<file path="config.mk">
export PLATFORM = sky130hd
export DESIGN_NAME = cnt_seq_ctrl
export DESIGN_NICKNAME = d
export VERILOG_FILES = /design/src/rtl/cnt_seq_ctrl.sv
export SDC_FILE = /design/constraint.sdc
export NUM_CORES = 1
export LEC_CHECK = 0
export ABC_AREA = 1
export CAP_MARGIN = 20
export CORE_ASPECT_RATIO = 1.25
export CORE_MARGIN = 5
export CORE_UTILIZATION = 35
export DETAILED_ROUTE_END_ITERATION = 7
export GPL_TIMING_DRIVEN = 0
export SLEW_MARGIN = 20
export SYNTH_ARGS = -nofsm -noshare
export SYNTH_HDL_FRONTEND = slang
export SYNTH_SLANG_ARGS = --single-unit
</file>
<file path="constraint.sdc">
create_clock -name clk -period 2.57 [get_ports clk]
set_input_delay 0.257 -clock clk [delete_from_list [all_inputs] [get_ports clk]]
set_output_delay 0.257 -clock clk [all_outputs]
set_load 0.01 [all_outputs]
</file>
<file path="src/rtl/cnt_seq_ctrl.sv">
// Modulo counter sequencer with a registered terminal-count wrap, start/pause/stop control,
// one-shot or continuous modes, a terminal-count strobe and a saturating wrap tally.
module cnt_seq_ctrl #(
    parameter int WIDTH         = 4,
    parameter int DEFAULT_LIMIT = 10,
    parameter int WRAP_W        = 8
) (
    input  logic              clk,
    input  logic              i_rst,
    input  logic              cfg_we,
    input  logic [WIDTH-1:0]  cfg_limit,
    input  logic              cfg_mode,
    input  logic              start,
    input  logic              pause,
    input  logic              stop,
    output logic [WIDTH-1:0]  count,
    output logic              busy,
    output logic              done,
    output logic              tc_pulse,
    output logic [WRAP_W-1:0] wraps,
    output logic              cfg_err
);

    typedef enum logic [1:0] {IDLE, RUN, PAUSE, DONE} state_t;

    localparam logic [WIDTH-1:0]  DEF_LIM  = WIDTH'(DEFAULT_LIMIT);
    localparam logic [WRAP_W-1:0] WRAP_MAX = {WRAP_W{1'b1}};

    state_t              state_q, state_d;
    logic [WIDTH-1:0]    count_q, count_d;
    logic [WIDTH-1:0]    limit_q, limit_d;
    logic                mode_q, mode_d;
    logic                tc_q, tc_d;
    logic [WRAP_W-1:0]   wraps_q, wraps_d;
    logic                cfg_err_q, cfg_err_d;
    logic                cfg_ok;

    // Config is only legal while nothing is counting, which keeps count <= limit at all times.
    assign cfg_ok = cfg_we && ((state_q == IDLE) || (state_q == DONE)) && (cfg_limit != '0);

    always_comb begin
        state_d   = state_q;
        count_d   = count_q;
        limit_d   = limit_q;
        mode_d    = mode_q;
        tc_d      = 1'b0;
        wraps_d   = wraps_q;
        cfg_err_d = cfg_we && !cfg_ok;

        if (cfg_ok) begin
            limit_d = cfg_limit;
            mode_d  = cfg_mode;
        end

        case (state_q)
            IDLE: begin
                count_d = '0;
                if (!stop && !pause && start) begin
                    state_d = RUN;
                    wraps_d = '0;
                end
            end
            RUN: begin
                if (stop) begin
                    state_d = IDLE;
                    count_d = '0;
                end else if (pause) begin
                    state_d = PAUSE;
                end else if (count_q == limit_q) begin
                    tc_d    = 1'b1;
                    wraps_d = (wraps_q == WRAP_MAX) ? WRAP_MAX : wraps_q + WRAP_W'(1);
                    if (mode_q) begin
                        count_d = '0;
                    end else begin
                        state_d = DONE;
                    end
                end else begin
                    count_d = count_q + WIDTH'(1);
                end
            end
            PAUSE: begin
                if (stop) begin
                    state_d = IDLE;
                    count_d = '0;
                end else if (!pause && start) begin
                    state_d = RUN;
                end
            end
            DONE: begin
                if (stop) begin
                    state_d = IDLE;
                    count_d = '0;
                end else if (!pause && start) begin
                    state_d = RUN;
                    count_d = '0;
                    wraps_d = '0;
                end else if (cfg_ok) begin
                    count_d = cfg_limit;
                end
            end
            default: begin
                state_d = IDLE;
                count_d = '0;
            end
        endcase
    end

    always_ff @(posedge clk or posedge i_rst) begin
        if (i_rst) begin
            state_q   <= IDLE;
            count_q   <= '0;
            limit_q   <= DEF_LIM;
            mode_q    <= 1'b0;
            tc_q      <= 1'b0;
            wraps_q   <= '0;
            cfg_err_q <= 1'b0;
        end else begin
            state_q   <= state_d;
            count_q   <= count_d;
            limit_q   <= limit_d;
            mode_q    <= mode_d;
            tc_q      <= tc_d;
            wraps_q   <= wraps_d;
            cfg_err_q <= cfg_err_d;
        end
    end

    assign count    = count_q;
    assign busy     = (state_q == RUN) || (state_q == PAUSE);
    assign done     = (state_q == DONE);
    assign tc_pulse = tc_q;
    assign wraps    = wraps_q;
    assign cfg_err  = cfg_err_q;

endmodule

</file>
* Yosys cells after proc, flatten, opt, wreduce, memory -nomap -nowiden
Index checks and enable logic that the tools add are counted.
** Storage, ports and cells
- Register bits :: 21
- Output and inout bits :: 16
- Logic and storage cells :: 74
- Input bits :: 11
** Operators by class
- $add $sub $neg :: 2
- Reduce and logical (&&, ||, !) cells :: 18
- Mux-type cells :: 29
- Equal/unequal tests :: 18
** Operator list (number)
- 8-bit two-way mux :: 7
- 4-bit two-way mux :: 8
- 8-bit case mux with 3 select lines :: 1
- 4-bit case mux with 4 select lines :: 1
- 2-bit two-way mux :: 7
- 4-bit != test (second input constant) :: 3
- 2-bit != test (second input constant) :: 5
- 8-bit by 1-bit adder with 8-bit output (second input constant) :: 1
- 8-bit == test (second input constant) :: 1
- 4-bit AND reduction :: 2
- 7-bit AND reduction :: 1
- 1-bit logical AND :: 6
- 2-bit case mux with 3 select lines :: 1
- 4-bit by 1-bit adder with 4-bit output (second input constant) :: 1
- 2-bit == test (second input constant) :: 2
- 4-bit == test :: 1
- 1-bit two-way mux :: 4
- 2-bit by 1-bit != test with 1-bit output (second input constant) :: 2
- 4-bit by 2-bit != test with 1-bit output (second input constant) :: 1
- 4-bit nonzero test :: 1
- 1-bit zero test :: 3
- 3-bit by 1-bit != test with 1-bit output (second input constant) :: 1
- 3-bit != test (second input constant) :: 1
- 3-bit nonzero test :: 1
- 4 further kinds :: 5

* Longest topological paths before layout
- Depth in word-level cells :: 8
- Gate-level depth with buffers :: 10
- Gate-level depth less buffers :: 9

* Worst setup path before layout
OpenSTA, ideal clock, no wires.
- Kind :: reg-to-reg
- Start point :: reg state_q[1]
- End point :: reg count_q[2] (netlist: count[2])
- Stages on the path, launching flop included :: 9
- Buffers on the path :: 0
- Path slack :: 942 ps
- Arrival :: 1510 ps
- Required time :: 2452 ps
- Library setup time :: 118 ps
- Clock period less this slack :: 1628 ps
- Cells stage by stage :: dfrtp_1 inv_1 ha_1 nor2_1 nand2_1 a21oi_2 nand2_1 nand2_1 nand2_1
** On the way
- Word-level cells in the longest chain between the ends :: 6
- Elaborated cells on any way between the ends :: 13
- Classes of those cells :: eq/ne (7); mux (1); reduce/logical (5)
** Ends and longest elaborated chain
- start, declared :: RTL line 29 : state_t state_q, state_d;
- start signal, assigned :: RTL line 118 : state_q <= state_d;
- 2-bit == test / 2-bit zero test (equally long branches) :: RTL line 39, 55
- 1-bit logical OR :: RTL line 39 : assign cfg_ok = cfg_we && ((state_q == IDLE) || (state_q == DONE)) && (cfg_limit != '0);
- 1-bit logical AND (2 in a row) :: RTL line 39
- 4-bit by 2-bit != test with 1-bit output (no source line)
- 4-bit AND reduction (no source line)
- end signal, assigned :: RTL line 119 : count_q <= count_d;
- end, declared :: RTL line 30 : logic [WIDTH-1:0] count_q, count_d;
Several ways; a longest one is shown, not always the timed one.
A chain may end at the register's enable or synchronous reset.

* Worst setup path after layout
- Start point :: reg state_q[1]
- End point :: out busy
** On the way
- Word-level cells in the longest chain between the ends :: 2
- Elaborated cells on any way between the ends :: 3
- Classes of those cells :: eq/ne (2); reduce/logical (1)
** Ends and longest elaborated chain
- 2-bit by 1-bit == test with 1-bit output / 2-bit == test (equally long branches) :: RTL line 129 : assign busy = (state_q == RUN) || (state_q == PAUSE);
- 1-bit logical OR (*) :: RTL line 129
- end, declared :: RTL line 17 : output logic busy,
Mark *: on every way between the ends. The rest lies on a longest branch, timed or not.

==> metrics.csv <==
metric,value,unit
final.setup.tns,0,ns
clk-insertion-delay-late,0.26,ns
fp-row-count,25,
most-common-layout-cells,"67 x sky130_fd_sc_hd__nand2_1, 31 x sky130_fd_sc_hd__inv_1, 26 x sky130_fd_sc_hd__clkdlybuf4s50_1",
worst_path_buffer_plus_inverter_count,2,
detailedRoute.firstIterationViolations,73,
critical_path.cell_chain,inv_1 > ha_1 > clkdlybuf4s50_1,
tritoncts_clock_tree,built,
synthCells,199,
area_of_the_die,5240,um2
grt_first_pass_wirelength,5.18,mm
ant_nets,0,
floorplan.initialDensity,35.9,%
max-slew-margin-rel,46.0,%
outcome,"finished, final reports clean",
clock_tree.root_cell,sky130_fd_sc_hd__clkbuf_8,
complex_gate_fraction_of_the_synthesized_area,10.4,%
final_nets,247,
crit_slowest_cell,sky130_fd_sc_hd__clkdlybuf4s50_1,
cts_hold_buffers,0,
layout_min_cycle_time,1.92,ns
yosysSeqAreaShare,38.8,%
synth_top_family_by_area,simple AND/OR/NAND/NOR gates,
routed-via-count,1274,
holdCritPathClass,input pin to async pin,
final_layout_size_suffix_gt1_share,6.99,%
synth.yosys.warnings,0,
final_common_cell,sky130_fd_sc_hd__nand2_1,
die_width,65.8,um
net_count_synth,216,
final_cell_count_without_fillers,283,
numClockSinks,21,
gr-usage-all-layers,12.7,%
rsz0062_at_grt,false,
clock_tree.buffer_depth,2,
core_area,3780,um2
place.gp.congestion,0.783,
dp_hpwl,2.30,mm
maxClockFrequency,522,MHz
cts_post_setup_buffers_inserted,0,
postSynthRegisterBits,21,
synthMuxAreaShare,0,%
worst-slew-pin-transition,0.810,ns
report.final.slew_viol_count,0,
ir_drop,0.000372,V
post_synthesis_xor_xnor_area_fraction,1.93,%
yosysUniqueCellTypes,22,
path_clk_slew,0.08,ns
timing.reg2reg.setup_slack,0.68,ns
drt_pass_1_iters,4,
io_pins,27,
chipHeight,79.7,um
drc,0,
finalHoldViolCount,0,
dpl.cell_count,279,
routed_wirelength,2.98,mm
maxCapViolations,0,
antennaDiodeCount,0,
synth_area_per_inst,6.83,um2
power_per_cell_area,763,nW/um2
cts-buffers-inserted,3,
cts-resized-gates,0,
worst_setup_path_start_kind,flop,
cellLeakagePower,0.000869,uW
cp_slowest_stage_delay,0.56,ns
antenna_found_initial,0,
worstPathMaxFanout,5,
data_required_time_of_the_worst_path,2.31,ns
crit_path_end_kind,primary output,
grt_max_degree,22,
grt_pass1_vias,1178,
post-route-period-util,74.6,%
clock_h_tree_levels,1,
post_synth_fa_ha_maj_area_fraction,5.52,%
synth.cell_area,1360,um2
timing.reg2reg.worst_path_depth,8,
regToRegEndpoint,count[3],
via_density_per_instance,4.50,
finalSetupViolations,0,
globalRouteOverflowTotal,0,
timing_worst_setup_path_type,flop to primary output,
portBuffers,26,
layout-area-overhead-vs-synth,27.5,%
critical_path.top_delay_family,buffers and inverters,
critPathArrivalTime,1.66,ns
routedWlPerCell,10.5,um
launch_point_of_the_worst_reg_to_reg_path,state_q[1],
synth_simple_gate_area_share,33.7,%
fin_skew,0.00149,ns
## worst register-to-register path, cell delays in order (launching register included)
cell                      delay [ns]
sky130_fd_sc_hd__dfrtp_1        0.41
sky130_fd_sc_hd__inv_1          0.08
sky130_fd_sc_hd__ha_1           0.33
sky130_fd_sc_hd__nor2_1         0.13
sky130_fd_sc_hd__nand2_1        0.21
sky130_fd_sc_hd__a21oi_2        0.30
sky130_fd_sc_hd__nand2_1        0.16
sky130_fd_sc_hd__nand2_1        0.09
sky130_fd_sc_hd__nand2_1        0.05
## worst max path at each step
| stage | depth (start not counted) | startpoint | endpoint |
|---|---|---|---|
| finish | 3 | state_q[1] | busy |
| global route | 8 | state_q[0] | count[2] |
| CTS | 3 | state_q[1] | busy |
| detailed placement | 8 | state_q[1] | count[3] |
| global placement | 8 | state_q[1] | count[3] |
| floorplan | 8 | state_q[1] | count[2] |
## cell families after synthesis
group,count (synthesis)
buffers and inverters,33
AO/OA/AOI/OAI,26
flip-flops,21
AND/OR/NAND/NOR,110
adder cells (fa/ha/maj),6
XOR/XNOR,3
## synthesized netlist by cell type
master,count,share of area [%]
sky130_fd_sc_hd__inv_1,31,8.6
sky130_fd_sc_hd__or2_2,1,0.46
sky130_fd_sc_hd__nand2_2,2,0.92
sky130_fd_sc_hd__o21ai_0,12,4.4
sky130_fd_sc_hd__nor2_2,2,0.92
sky130_fd_sc_hd__inv_2,1,0.28
sky130_fd_sc_hd__dfstp_2,2,3.9
sky130_fd_sc_hd__a21oi_1,5,1.8
sky130_fd_sc_hd__dfrtp_1,19,35
sky130_fd_sc_hd__o21ai_1,6,2.2
sky130_fd_sc_hd__nand2_1,67,18
sky130_fd_sc_hd__ha_1,6,5.5
sky130_fd_sc_hd__buf_6,1,0.83
sky130_fd_sc_hd__a21oi_2,1,0.64
sky130_fd_sc_hd__xnor2_1,2,1.3
sky130_fd_sc_hd__o21ai_2,2,1.3
sky130_fd_sc_hd__nand3_1,12,4.4
sky130_fd_sc_hd__xor2_1,1,0.64
sky130_fd_sc_hd__nand4_1,5,2.3
sky130_fd_sc_hd__nor3_1,1,0.37
sky130_fd_sc_hd__nor3b_1,1,0.55
sky130_fd_sc_hd__nor2_1,19,5.2
## registers in the layout, summed over array words and instances (netlist names)
| signal | cells |
|---|---|
| wraps | 8 |
| count | 4 |
| state_q | 2 |
| tc_pulse | 1 |
| limit_q | 4 |
| cfg_err | 1 |
| mode_q | 1 |
## where the power goes
group | switching (uW) | internal (uW) | leakage [uW]
combinational | 365 | 255 | 0.000567
sequential | 65.8 | 415 | 0.000276
clock | 115 | 108 | 0.0000255
total | 545 | 778 | 0.000869
## per-stage QoR
step	area [um2]	worst slack [ns]	hold WS [ns]	util (%)	total power, uW
6_report	1730	0.653	0.442	45.8	1320
5_1_grt	1730	0.507	0.537	45.8	1460
4_1_cts	1730	0.631	0.493	45.8	1340
3_5_place_dp	1690	0.671	0.496	44.6	1120
3_3_place_gp	1690	0.659	0.489	44.6	1110
2_1_floorplan	1360	0.942	0.232	-	915
## routing by layer
metal	track usage, %	routed length, um	up-vias
li1	-	-	684
met1	15.4	1370	555
met2	22.1	1410	30
met3	2.11	150	5
met4	4.98	50	0
met5	0	0	-
## layout make-up
cell class	count	area [um2]
plain buffers	1	11.3
clock buffers	3	41.3
clock inverters	1	5.00
fillers	408	2050
inverters	32	120
multi-input cells	145	701
flip-flops and latches	21	528
well taps	54	67.6
repair buffers	26	260
No activity file was read; power rests on OpenSTA's default activity.
